$ cat src/rtl/aes_pkg.sv
// Shared definitions for the AES pin serializer/deserializer.
//   - default block/key/result width and pin slice widths
//   - controller state type
//   - cnt_w(): counter width for a beat count, never narrower than one bit
package aes_pkg;

    localparam int AES_DATA_W = 128;
    localparam int AES_IN_W   = 4;
    localparam int AES_OUT_W  = 8;

    typedef enum logic [1:0] {
        IDLE  = 2'd0,
        LOAD  = 2'd1,
        RUN   = 2'd2,
        DRAIN = 2'd3
    } state_t;

    // A single-beat transfer still needs a one-bit counter to stay legal.
    function automatic int cnt_w(input int beats);
        return (beats > 1) ? $clog2(beats) : 1;
    endfunction

endpackage

$ cat src/rtl/aes_piso.sv
// Parallel-in / serial-out drain register for the result path.
// Ports:
//   clk, rst   - clock and synchronous active-high reset
//   load       - capture load_data and restart the beat count
//   load_data  - DATA_W-wide word to serialize
//   shift      - advance one OUT_W slice (ignored when load is high)
//   slice      - current MSB-side slice of the register
//   last       - the slice currently presented is the final one
module aes_piso
    import aes_pkg::*;
#(
    parameter int DATA_W = AES_DATA_W,
    parameter int OUT_W  = AES_OUT_W
) (
    input  logic              clk,
    input  logic              rst,
    input  logic              load,
    input  logic [DATA_W-1:0] load_data,
    input  logic              shift,
    output logic [OUT_W-1:0]  slice,
    output logic              last
);

    localparam int BEATS = DATA_W / OUT_W;
    localparam int CW    = cnt_w(BEATS);

    logic [DATA_W-1:0] data_reg;
    logic [DATA_W-1:0] data_shifted;
    logic [CW-1:0]     cnt_reg;

    // Each OUT_W slot takes the contents of the slot below it; the bottom
    // slot fills with zeros so nothing stale re-emerges after the drain.
    genvar gi;
    generate
        for (gi = 0; gi < BEATS; gi++) begin : g_slot
            if (gi == 0) begin : g_fill
                assign data_shifted[OUT_W-1:0] = '0;
            end else begin : g_move
                assign data_shifted[gi*OUT_W +: OUT_W] = data_reg[(gi-1)*OUT_W +: OUT_W];
            end
        end
    endgenerate

    assign slice = data_reg[DATA_W-1 -: OUT_W];
    assign last  = (cnt_reg == CW'(BEATS - 1));

    always_ff @(posedge clk) begin
        if (rst) begin
            data_reg <= '0;
            cnt_reg  <= '0;
        end else if (load) begin
            data_reg <= load_data;
            cnt_reg  <= '0;
        end else if (shift) begin
            data_reg <= data_shifted;
            cnt_reg  <= last ? '0 : cnt_reg + CW'(1);
        end
    end

endmodule

$ cat src/rtl/aes_pin_serdes.sv
// Narrow-pin front end for an AES core: deserializes block and key from
// IN_W-wide pins, starts the core, then serializes the result on OUT_W pins.
// A loopback mode (test=1 on the final load beat) returns block XOR key
// without involving the core.
// Ports:
//   clk, rst                  - clock, synchronous active-high reset
//   en, test                  - load strobe, loopback select
//   block_i, key_i            - IN_W input slices, MSB first
//   core_block_o, core_key_o  - assembled operands to the core
//   core_start_o              - one-cycle start pulse to the core
//   core_done_i, core_result_i- core completion pulse and result
//   result_o, done_o, last_o  - OUT_W result slice, valid, final beat
//   busy_o                    - controller not idle
module aes_pin_serdes
    import aes_pkg::*;
#(
    parameter int DATA_W = AES_DATA_W,
    parameter int IN_W   = AES_IN_W,
    parameter int OUT_W  = AES_OUT_W
) (
    input  logic              clk,
    input  logic              rst,
    input  logic              en,
    input  logic              test,
    input  logic [IN_W-1:0]   block_i,
    input  logic [IN_W-1:0]   key_i,
    output logic [DATA_W-1:0] core_block_o,
    output logic [DATA_W-1:0] core_key_o,
    output logic              core_start_o,
    input  logic              core_done_i,
    input  logic [DATA_W-1:0] core_result_i,
    output logic [OUT_W-1:0]  result_o,
    output logic              done_o,
    output logic              last_o,
    output logic              busy_o
);

    localparam int LBEATS = DATA_W / IN_W;
    localparam int LCW    = cnt_w(LBEATS);

    generate
        if (IN_W < 1 || OUT_W < 1 || (DATA_W % IN_W) != 0 || (DATA_W % OUT_W) != 0) begin : g_param_check
            $error("aes_pin_serdes: DATA_W must be a multiple of IN_W and OUT_W, both >= 1");
        end
    endgenerate

    state_t            state_reg, state_next;
    logic [LCW-1:0]    lcnt_reg;
    logic [DATA_W-1:0] core_block_reg, core_key_reg;
    logic [DATA_W-1:0] block_shift, key_shift;
    logic              start_reg, start_next;

    logic              load_beat;
    logic              load_last;

    logic              piso_load;
    logic              piso_shift;
    logic [DATA_W-1:0] piso_data;
    logic [OUT_W-1:0]  piso_slice;
    logic              piso_last;

    // Shift the operand registers up by one IN_W slot with the new pin slice
    // entering at the bottom; after LBEATS beats beat 0 sits in the MSBs.
    genvar gi;
    generate
        for (gi = 0; gi < LBEATS; gi++) begin : g_shift
            if (gi == 0) begin : g_in
                assign block_shift[IN_W-1:0] = block_i;
                assign key_shift[IN_W-1:0]   = key_i;
            end else begin : g_move
                assign block_shift[gi*IN_W +: IN_W] = core_block_reg[(gi-1)*IN_W +: IN_W];
                assign key_shift[gi*IN_W +: IN_W]   = core_key_reg[(gi-1)*IN_W +: IN_W];
            end
        end
    endgenerate

    // Loading is only possible from IDLE or LOAD, so operands are frozen
    // throughout RUN and DRAIN without any extra hold logic.
    assign load_beat = en && (state_reg == IDLE || state_reg == LOAD);
    assign load_last = load_beat && (lcnt_reg == LCW'(LBEATS - 1));

    always_comb begin
        state_next = state_reg;
        start_next = 1'b0;
        piso_load  = 1'b0;
        piso_shift = 1'b0;
        piso_data  = core_result_i;

        case (state_reg)
            IDLE, LOAD: begin
                if (load_beat) begin
                    if (load_last) begin
                        if (test) begin
                            // Use the shifted values so the final beat is included.
                            piso_load  = 1'b1;
                            piso_data  = block_shift ^ key_shift;
                            state_next = DRAIN;
                        end else begin
                            start_next = 1'b1;
                            state_next = RUN;
                        end
                    end else begin
                        state_next = LOAD;
                    end
                end
            end
            RUN: begin
                if (core_done_i) begin
                    piso_load  = 1'b1;
                    state_next = DRAIN;
                end
            end
            DRAIN: begin
                piso_shift = 1'b1;
                if (piso_last) begin
                    state_next = IDLE;
                end
            end
            default: state_next = IDLE;
        endcase
    end

    always_ff @(posedge clk) begin
        if (rst) begin
            state_reg      <= IDLE;
            lcnt_reg       <= '0;
            core_block_reg <= '0;
            core_key_reg   <= '0;
            start_reg      <= 1'b0;
        end else begin
            state_reg <= state_next;
            start_reg <= start_next;
            if (load_beat) begin
                core_block_reg <= block_shift;
                core_key_reg   <= key_shift;
                lcnt_reg       <= load_last ? '0 : lcnt_reg + LCW'(1);
            end
        end
    end

    aes_piso #(
        .DATA_W (DATA_W),
        .OUT_W  (OUT_W)
    ) u_piso (
        .clk       (clk),
        .rst       (rst),
        .load      (piso_load),
        .load_data (piso_data),
        .shift     (piso_shift),
        .slice     (piso_slice),
        .last      (piso_last)
    );

    assign core_block_o = core_block_reg;
    assign core_key_o   = core_key_reg;
    assign core_start_o = start_reg;
    assign done_o       = (state_reg == DRAIN);
    assign last_o       = done_o && piso_last;
    assign result_o     = done_o ? piso_slice : '0;
    assign busy_o       = (state_reg != IDLE);

endmodule

$ cat config.mk
export PLATFORM = sky130hd
export DESIGN_NAME = aes_pin_serdes
export DESIGN_NICKNAME = d
export VERILOG_FILES = /design/src/rtl/aes_pkg.sv /design/src/rtl/aes_piso.sv /design/src/rtl/aes_pin_serdes.sv
export SDC_FILE = /design/constraint.sdc
export NUM_CORES = 1
export LEC_CHECK = 0
export ABC_AREA = 1
export BUFFER_PORTS_ARGS = -buffer_cell sky130_fd_sc_hd__buf_2
export CAP_MARGIN = 20
export CORE_MARGIN = 5
export CORE_UTILIZATION = 58
export DETAILED_ROUTE_END_ITERATION = 12
export GPL_TIMING_DRIVEN = 0
export PLACE_DENSITY = 0.82
export SLEW_MARGIN = 20
export SYNTH_ARGS = -nofsm -noshare
export SYNTH_HDL_FRONTEND = slang
export SYNTH_SLANG_ARGS = --single-unit
$ cat constraint.sdc
create_clock -name clk -period 3 [get_ports clk]
set_input_delay 0.3 -clock clk [delete_from_list [all_inputs] [get_ports clk]]
set_output_delay 0.3 -clock clk [all_outputs]
set_load 0.1 [all_outputs]
## After elaboration in Yosys (flattened, before gate mapping)

Cells that the tools add are included.

| operators by class | value |
|---|---|
| muxes and demuxes | 22 |
| add/subtract/negate cells | 2 |
| equal/unequal tests | 8 |
| bitwise operators | 4 |
| reduce and logical (&&, ||, !) cells | 11 |

Operators by type and width:

| operator | number |
|---|---|
| $mux W128 | 6 |
| $xor A128 B128 Y128 | 1 |
| $mux W2 | 4 |
| $mux W8 | 1 |
| $mux W1 | 7 |
| $pmux W2 S3 | 1 |
| $add A5 B1 Y5 const B | 1 |
| $eq A5 B5 Y1 const B | 1 |
| $mux W5 | 1 |
| $add A4 B1 Y4 const B | 1 |
| $eq A2 B2 Y1 const B | 2 |
| $eq A4 B4 Y1 const B | 1 |
| $mux W4 | 1 |
| $ne A2 B2 Y1 const B | 2 |
| $reduce_bool A2 Y1 | 2 |
| $reduce_or A2 Y1 | 2 |
| $reduce_or A4 Y1 | 1 |
| $logic_and A1 B1 Y1 | 3 |
| $not A1 Y1 | 3 |
| $reduce_and A3 Y1 | 1 |
| $eq A2 B1 Y1 const B | 1 |
| $logic_not A2 Y1 | 1 |
| $ne A2 B1 Y1 const B | 1 |
| $pmux W1 S2 | 1 |
| $logic_or A1 B1 Y1 | 1 |

| storage, ports and cells | value |
|---|---|
| logic and storage cells | 54 |
| output and inout bits | 268 |
| register bits after elaboration | 396 |

## Longest topological paths before layout

Gate-level depths: netlist (run 1).

| logic depth | value |
|---|---|
| depth in word-level cells | 8 |
| depth in mapped cells | 12 |

## Cells and area by module

Synthesis (run 1) repeated with hierarchy kept, for this count alone.

| second synthesis, totals | value |
|---|---|
| cell total of the unflattened synthesis | 2711 |
| area, all modules | 18438.9 um2 |

Modules (own cells, without submodules):

| module | instances | area an instance (um2) | cells an instance |
|---|---|---|---|
| aes_pin_serdes | 1 | 12152.9 | 1725 |
| aes_piso | 1 | 6286.0 | 986 |

## Worst setup path before layout (run 1)

OpenSTA, ideal clock, no wires.

| timing | value |
|---|---|
| path type | reg-to-output |
| start point | register state_reg[1] |
| end point | output result_o[0] |
| arrival time | 2166 ps |
| data required time | 2700 ps |
| setup slack | 534 ps |
| buffers on the path | 2 |
| cell stages (with the launch flop) | 5 |
| path through | dfxtp_1 -> nand2_1 -> buf_2 -> clkbuf_1 -> nor2_1 |

| on the way | value |
|---|---|
| longest elaborated chain between the ends | 2 |

RTL lines:

| what | line | RTL |
|---|---|---|
| start: declaration | aes_pin_serdes.sv:47 | `state_t state_reg, state_next;` |
| start signal: assignment | aes_pin_serdes.sv:131 | `state_reg <= state_next;` |
| $eq A2 B2 Y1 | aes_pin_serdes.sv:157 | `assign done_o = (state_reg == DRAIN);` |
| $mux W8 | aes_pin_serdes.sv:159 | `assign result_o = done_o ? piso_slice : '0;` |
| end: declaration | aes_pin_serdes.sv:32 | `output logic [OUT_W-1:0] result_o,` |

No other way between the ends.

## Worst setup path in the final report (run 1)

Ends and elaborated chain as after synthesis.

==> results of run 1 <==
[through the flow]
| step | total power (uW) | hold slack (ps) |
|---|---|---|
| 2_1_floorplan | 8010 | 457 |
| 3_3_place_gp | 8630 | 462 |
| 3_5_place_dp | 8660 | 474 |
| 4_1_cts | 13600 | 36.1 |
| 5_1_grt | 14000 | 63.5 |
| 6_report | 13700 | 40.5 |
[per-layer routing]
metal,routed length [um],vias to the layer above
met5,13,-
met2,30400,1257
met3,8050,186
met1,26000,8825
li1,-,8959
met4,2810,2
[Yosys cell counts (all sizes together)]
library cell  count  area share [%]
nand2           369             7.9
nor2            411             8.8
clkbuf          116             2.5
xor2             54             2.7
nand3           204             5.8
or2              13            0.46
o21ai           335             9.5
xnor2            51             2.5
nand4             2            0.11
clkinv            1           0.021
o211ai           50             2.1
a21oi           171             4.9
ha                3            0.21
inv             231             4.9
a31oi            23            0.82
buf              64             1.7
dfxtp           396              45
nor3              3           0.085
[worst max-delay path, cell delays in order (launching register included)]
cell and delay [ps]:
dfxtp_1 440, nand2_1 210, buf_2 260, clkbuf_1 340, nor2_1 310, buf_2 480
[how the worst min path moves through the flow]
stage | startpoint | end | slack, ps
6_report | key_i[0] | core_key_o[0]$_SDFFE_PP0N_ | 40
5_1_grt | key_i[0] | core_key_o[0]$_SDFFE_PP0N_ | 60
4_1_cts | key_i[0] | core_key_o[0]$_SDFFE_PP0N_ | 40
3_5_place_dp | core_block_o[125]$_SDFFE_PP0N_ | core_block_o[125]$_SDFFE_PP0N_ | 470
3_3_place_gp | core_key_o[126]$_SDFFE_PP0N_ | core_key_o[126]$_SDFFE_PP0N_ | 460
2_1_floorplan | u_piso.data_reg[113]$_SDFFE_PP0P_ | u_piso.data_reg[113]$_SDFFE_PP0P_ | 460
[where the power goes]
part | internal [uW] | leakage, uW | total (uW) | switching, uW
combinational | 502 | 0.00642 | 2830 | 2330
clock | 2930 | 0.000666 | 5110 | 2180
sequential | 5490 | 0.00325 | 5760 | 276
[area by class of cell]
cell class / count / area share, %
Multi-Input combinational cell: 1689 / 37.6
Sequential cell: 396 / 36.9
Timing Repair Buffer: 407 / 9.51
Clock buffer: 61 / 5.70
Inverter: 232 / 4.05
Buffer: 180 / 3.41
Tap cell: 390 / 2.27
Clock inverter: 15 / 0.513
Antenna cell: 3 / 0.0350
[cells by family (layout without fill, tap and decap cells)]
logic type / count (synthesis) / count (layout)
other cells: 0 / 3
fa+ha+maj: 3 / 3
simple gates: 1002 / 1002
buf+inv: 412 / 895
xor+xnor: 105 / 105
flops: 396 / 396
compound gates: 579 / 579
==> flow_summary.toml, run 1 <==
[status]
status = "completed"

[clock_tree]
clockBufferDepth = 3
hold_buffers = 0
cts_tree = "built"
post_cts_resized = 0
cts-root-buf = "clkbuf_16"
cts_buffers = 42
postCtsSetupRepairBufs = 0
clkTransAtPathRegs_ps = 60
clock_sinks = 396
htree_levels = 2
insertion_delay_ps = 540

[die]
chipHeight_um = 184
start_util_pct = 59.1
ios = 409
die_area_mm2 = 0.0339
core_area_mm2 = 0.0298
die_x_um = 184
row_count = 63

[pwr]
peakVddDrop_v = 0.000535
cellLeakagePower_uw = 0.0103
powerDensity_mw_per_mm2 = 638

[global_route]
grt_pass1_vias = 18310
grt_pass1_wl_um = 100000
met3_usage_pct = 8.41
grt_max_degree = 14
grt_use_met2_pct = 60.9
grt_use_met1_pct = 48.1
grt_overflow = 0
track_usage_pct = 37.3
antenna_found_initial = 3
gr-max-usage-layer = "met2"

[timing]
setup_viol = 0
rsz0062_at_grt = "false"
skew_ps = 22.0
setup_tns_ps = 0
fin_crit_sh_pct = 96.7
drv_slew = 0
fin_crit_ps = 2900
slew_headroom_pct = 39.1
fmax_mhz = 345
hold_viol = 0
worst_slack_ps = 99.9
worst_pin_slew_ps = 913

[synth]
synth-xor-area-share_pct = 5.22
synth-simple-area-share_pct = 23.1
synthMuxAreaShare_pct = 0
synth_nets = 2641
syn_area_mm2 = 0.0176
synth_compound_area_share_pct = 17.3
ys_seq_area_share_pct = 45.0
ys_warn_count = 0
ys_ff_latch = 396
synth_adder_area_share_pct = 0.213
synth_top_family_by_area = "simple AND/OR/NAND/NOR gates"
syn_avg_cell_area_um2 = 7.05
syn_inst = 2497
yosysUniqueCellTypes = 24

[cells_and_area]
final_cell_area_mm2 = 0.0215
fillers = 2553
multi_input_area_mm2 = 0.00808
layout_commonest_cell = "buf_2"
final-seq-area_mm2 = 0.00793
final_core_util_pct = 72.1
drive_above_1_share_pct = 17.9
layout.cells.non_filler = 3373
layout_common_cells = "446 x buf_2, 410 x nor2_1, 396 x dfxtp_1, 369 x nand2_1, 320 x o21ai_0"
syn2layout_area_growth_pct = 22.0
layout.nets = 3092

[worst_setup_path]
reg2reg_from = "lcnt_reg[0]$_SDFFE_PP0N_"
endpoint = "result_o[0]"
crit_arrival_ps = 2600
worstPathMaxFanout = 10
rrSetupSlack_ps = 190
cp-startpoint = "state_reg[1]$_SDFFE_PP0P_"
crit_path_end_kind = "output port"
startpoint_type = "flop"
critPathKind = "flop to output port"
crit_required_ps = 2700
r2r_cells = 11
reg2reg_to = "u_piso.data_reg[32]$_SDFFE_PP0P_"

[routing]
drtIter0Drc = 2219
antenna_left = 0
vias = 19229
totalWireLength_um = 67300
wl_per_cell_um = 19.9
via_per_inst = 5.70
dr.pass1.iters = 8
route.detailed.drc = 0

[hold_path]
min_path_cells = 3
hp-class = "primary input to flop"

[place]
dpl_cell_area_mm2 = 0.0201
dp_cells = 3294
globalplace.congestion = 0.949
place_ws_ps = 175
dpl.hpwl_um = 49900
port_buffers = 407

[job]
drv_cap = 0
Power figures use the tool's default switching activity.
==> run 2, diff against run 1 <==
--- a/config.mk
+++ b/config.mk
@@ -6,14 +6,15 @@
 export NUM_CORES = 1
 export LEC_CHECK = 0
 export ABC_AREA = 1
-export BUFFER_PORTS_ARGS = -buffer_cell sky130_fd_sc_hd__buf_2
 export CAP_MARGIN = 20
 export CORE_MARGIN = 5
-export CORE_UTILIZATION = 58
+export CORE_UTILIZATION = 60
 export DETAILED_ROUTE_END_ITERATION = 12
+export DONT_BUFFER_PORTS = 1
 export GPL_TIMING_DRIVEN = 0
-export PLACE_DENSITY = 0.82
+export PLACE_DENSITY = 0.73
 export SLEW_MARGIN = 20
 export SYNTH_ARGS = -nofsm -noshare
 export SYNTH_HDL_FRONTEND = slang
+export SYNTH_HIERARCHICAL = 1
 export SYNTH_SLANG_ARGS = --single-unit
==> constraint.sdc (replaced) <==
create_clock -name clk -period 3 [get_ports clk]
set_input_delay 0.3 -clock clk [delete_from_list [all_inputs] [get_ports clk]]
set_output_delay 0.3 -clock clk [all_outputs]
set_load 0.05 [all_outputs]
==> run 2 against run 1 <==
Compared with the run above:
- clock power hardly changed
- worst setup slack better by 130 ps
- first-iteration DRC count down 27%
- total power shrank 7.6%
- non-clock buffer count is 380 lower
- clock skew fell by 3.2 ps
- clock-buffer cell count up 4
- fmax grew 4.8%
- synthesized cell count rose by 8.6%
- synthesized area increased by 4.7%
==> flow_summary.toml, run 2 <==
[worst_setup_path]
crit_arrival_ps = 3230
cp_slowest_cell = "clkbuf_1"
path_buf_inv = 4
startpoint_type = "flop"
path_common_cell = "nand2_1"
reg2reg_to = "u_piso/data_reg[109]$_SDFFE_PP0P_"
crit_required_ps = 3460
reg2reg_from = "lcnt_reg[1]$_SDFFE_PP0N_"
crit_path_end_kind = "flop"
worstPathMaxFanout = 10
slowest_delay_ps = 560
cp-startpoint = "lcnt_reg[1]$_SDFFE_PP0N_"
critPathKind = "flop to flop"
r2r_cells = 14
cp_top_family = "buffers and inverters"
cp_cell_sequence = "ha_1 > inv_1 > nor2_1 > ha_1 > nand3_4 > nor2_8 > buf_4 > clkbuf_1 > o21ai_0 > nand2_1 > inv_1 > nand2_1 > nand2_1 > a21oi_1"
rrSetupSlack_ps = 230

[place]
dp_cells = 3107
port_buffers = 0
globalplace.congestion = 0.943
dpl.hpwl_um = 45800

[routing]
vias = 18055
drtIter0Drc = 1627
antenna_left = 0
route.detailed.drc = 0
dr.pass1.iters = 5
totalWireLength_um = 62300
wl_per_cell_um = 19.5
via_per_inst = 5.65

[pwr]
cellLeakagePower_uw = 0.0102
power_uw = 12700
peakVddDrop_v = 0.000408
powerDensity_mw_per_mm2 = 619

[synth]
syn_inst = 2711
yosysUniqueCellTypes = 26
ys_seq_area_share_pct = 43.0
yosysTopAreaCell = "dfxtp_1"
async_flop_share_pct = 0
synth_edf_count = 0
ys_warn_count = 6
ys_ff_latch = 396
synthTopCellsByCount = "584 x nor2_1, 473 x nand2_1, 396 x dfxtp_1, 275 x o21ai_0, 252 x nand3_1"
synth.most_common_cell = "nor2_1"
syn_area_mm2 = 0.0184
synthTopCellsByArea = "dfxtp_1 43%, nor2_1 12%, nand2_1 9.6%, o21ai_0 7.5%, nand3_1 6.8%"
syn_avg_cell_area_um2 = 6.80
synth_nets = 2855
synth_flop_cell = "dfxtp_1"
yosys.area.top_type_share_pct = 43.0

[clock_tree]
clock_sinks = 396
cts_buffers = 42
insertion_delay_ps = 540
htree_levels = 2
clockBufferDepth = 3
cts_tree = "built"
cts-root-buf = "clkbuf_16"
clkTransAtPathRegs_ps = 60

[hold_path]
min_from = "core_result_i[4]"
min_path_cells = 4
hp-class = "primary input to flop"
holdPathEnd = "u_piso/data_reg[4]$_SDFFE_PP0P_"

[status]
status = "completed"

[die]
die_area_mm2 = 0.0343
start_util_pct = 60.6
ios = 409
die_x_um = 185
core_area_mm2 = 0.0304
row_count = 64
chipHeight_um = 185

[timing]
drv_slew = 0
worst_pin_slew_ps = 1280
setup_viol = 0
fmax_mhz = 361
rsz0062_at_grt = "false"
hold_viol = 0
skew_ps = 18.8
setup_tns_ps = 0
fin_crit_ps = 2770
slew_headroom_pct = 14.6
fin_crit_sh_pct = 92.3

[cells_and_area]
layout_common_cells = "584 x nor2_1, 472 x nand2_1, 396 x dfxtp_1, 275 x o21ai_0, 252 x nand3_1"
final_core_util_pct = 67.2
drive_above_1_share_pct = 7.47
syn2layout_area_growth_pct = 10.8
layout.nets = 2913
layout_commonest_cell = "nor2_1"
layout.cells.non_filler = 3195

[global_route]
grt_pass1_vias = 16846
grt_pass1_wl_um = 93900
grt_max_degree = 20
antenna_found_initial = 0
grt_overflow = 0
track_usage_pct = 34.5

[job]
drv_cap = 0
run 2: cell types whose count changed after synthesis, moves of 20 or more:
| cell | before | now |
|---|---|---|
| a21oi_1 | 171 | 139 |
| xor2_1 | 54 | 89 |
| clkbuf_1 | 116 | 56 |
| buf_2 | 41 | 103 |
| nand3_1 | 204 | 252 |
| o21a_1 | 0 | 24 |
| nor2_1 | 410 | 584 |
| o21ai_0 | 320 | 275 |
| buf_1 | 22 | 2 |
| o211ai_1 | 50 | 0 |
| nand2_1 | 369 | 473 |
| buf_4 | 1 | 31 |
| xnor2_1 | 51 | 25 |
| a31oi_1 | 23 | 0 |
run 2: area by class of cell:
class                           count  area, um2
Fill cell                        2764       9990
Multi-Input combinational cell   1874       8600
Sequential cell                   396       7930
Clock buffer                       65       1280
Buffer                            192        985
Inverter                          248        933
Tap cell                          396        495
Timing Repair Buffer               15        143
Clock inverter                      8       68.8
Antenna cell                        1       2.50
run 2: how the worst max path moves through the flow:
stage                                             end  slack [ps]  depth (start not counted)
floorplan            u_piso/data_reg[10]$_SDFFE_PP0P_         730                         17
global placement     u_piso/data_reg[62]$_SDFFE_PP0P_        -160                         16
detailed placement   u_piso/data_reg[62]$_SDFFE_PP0P_        -250                         16
CTS                 u_piso/data_reg[114]$_SDFFE_PP0P_         100                         14
global route        u_piso/data_reg[109]$_SDFFE_PP0P_          80                         14
finish              u_piso/data_reg[109]$_SDFFE_PP0P_         230                         14
run 2: worst register-to-register path, delay by kind of cell, from the launching register on:
family / cells / cell delay (ps)
AO/OA/AOI/OAI: 2 / 350
AND/OR/NAND/NOR: 6 / 730
flip-flops: 1 / 390
buffers and inverters: 4 / 790
adder cells (fa/ha/maj): 2 / 420
run 2: through the flow:
stage / instance area (um2) / worst slack [ps] / hold slack, ps
floorplan: 18400 / 731 / 369
global placement: 18900 / -164 / 371
detailed placement: 18900 / -248 / 373
CTS: 20400 / 96.0 / 14.3
global route: 20400 / 79.7 / 41.8
finish: 20400 / 232 / 29.7
run 2: repair_timing:
| action | in CTS | in global routing |
|---|---|---|
| pin swaps | 0 | 1 |
| hold endpoints to repair | 10 | 0 |
| endpoints found under the setup margin | 113 | 120 |
| resized for setup | 2 | 3 |
| buffers inserted | 0 | 3 |
| hold buffers | 12 | 0 |
run 2: cell families (layout without fill, tap and decap cells):
| group | Yosys count | in the layout | share of synthesized area, % |
|---|---|---|---|
| and+or+nand+nor | 1317 | 1317 | 28.7 |
| buffers and inverters | 441 | 528 | 10.4 |
| AOI/OAI and AO/OA | 440 | 440 | 12.3 |
| DFF | 396 | 396 | 43.0 |
| xor gates and xnor gates | 114 | 114 | 5.41 |
| adders and majority gates | 3 | 3 | 0.204 |
| other | 0 | 1 | 0 |
run 2: metal layers:
metal | track usage, % | part of all wire [%]
met1 | 45.3 | 40
met3 | 9.07 | 11
met5 | 0 | 0
met4 | 14.3 | 4.4
met2 | 54.3 | 45
run 2: power breakdown:
group	switching [uW]	internal [uW]
logic	571	334
registers	1130	5490
clock network	2130	3000
total	3830	8830
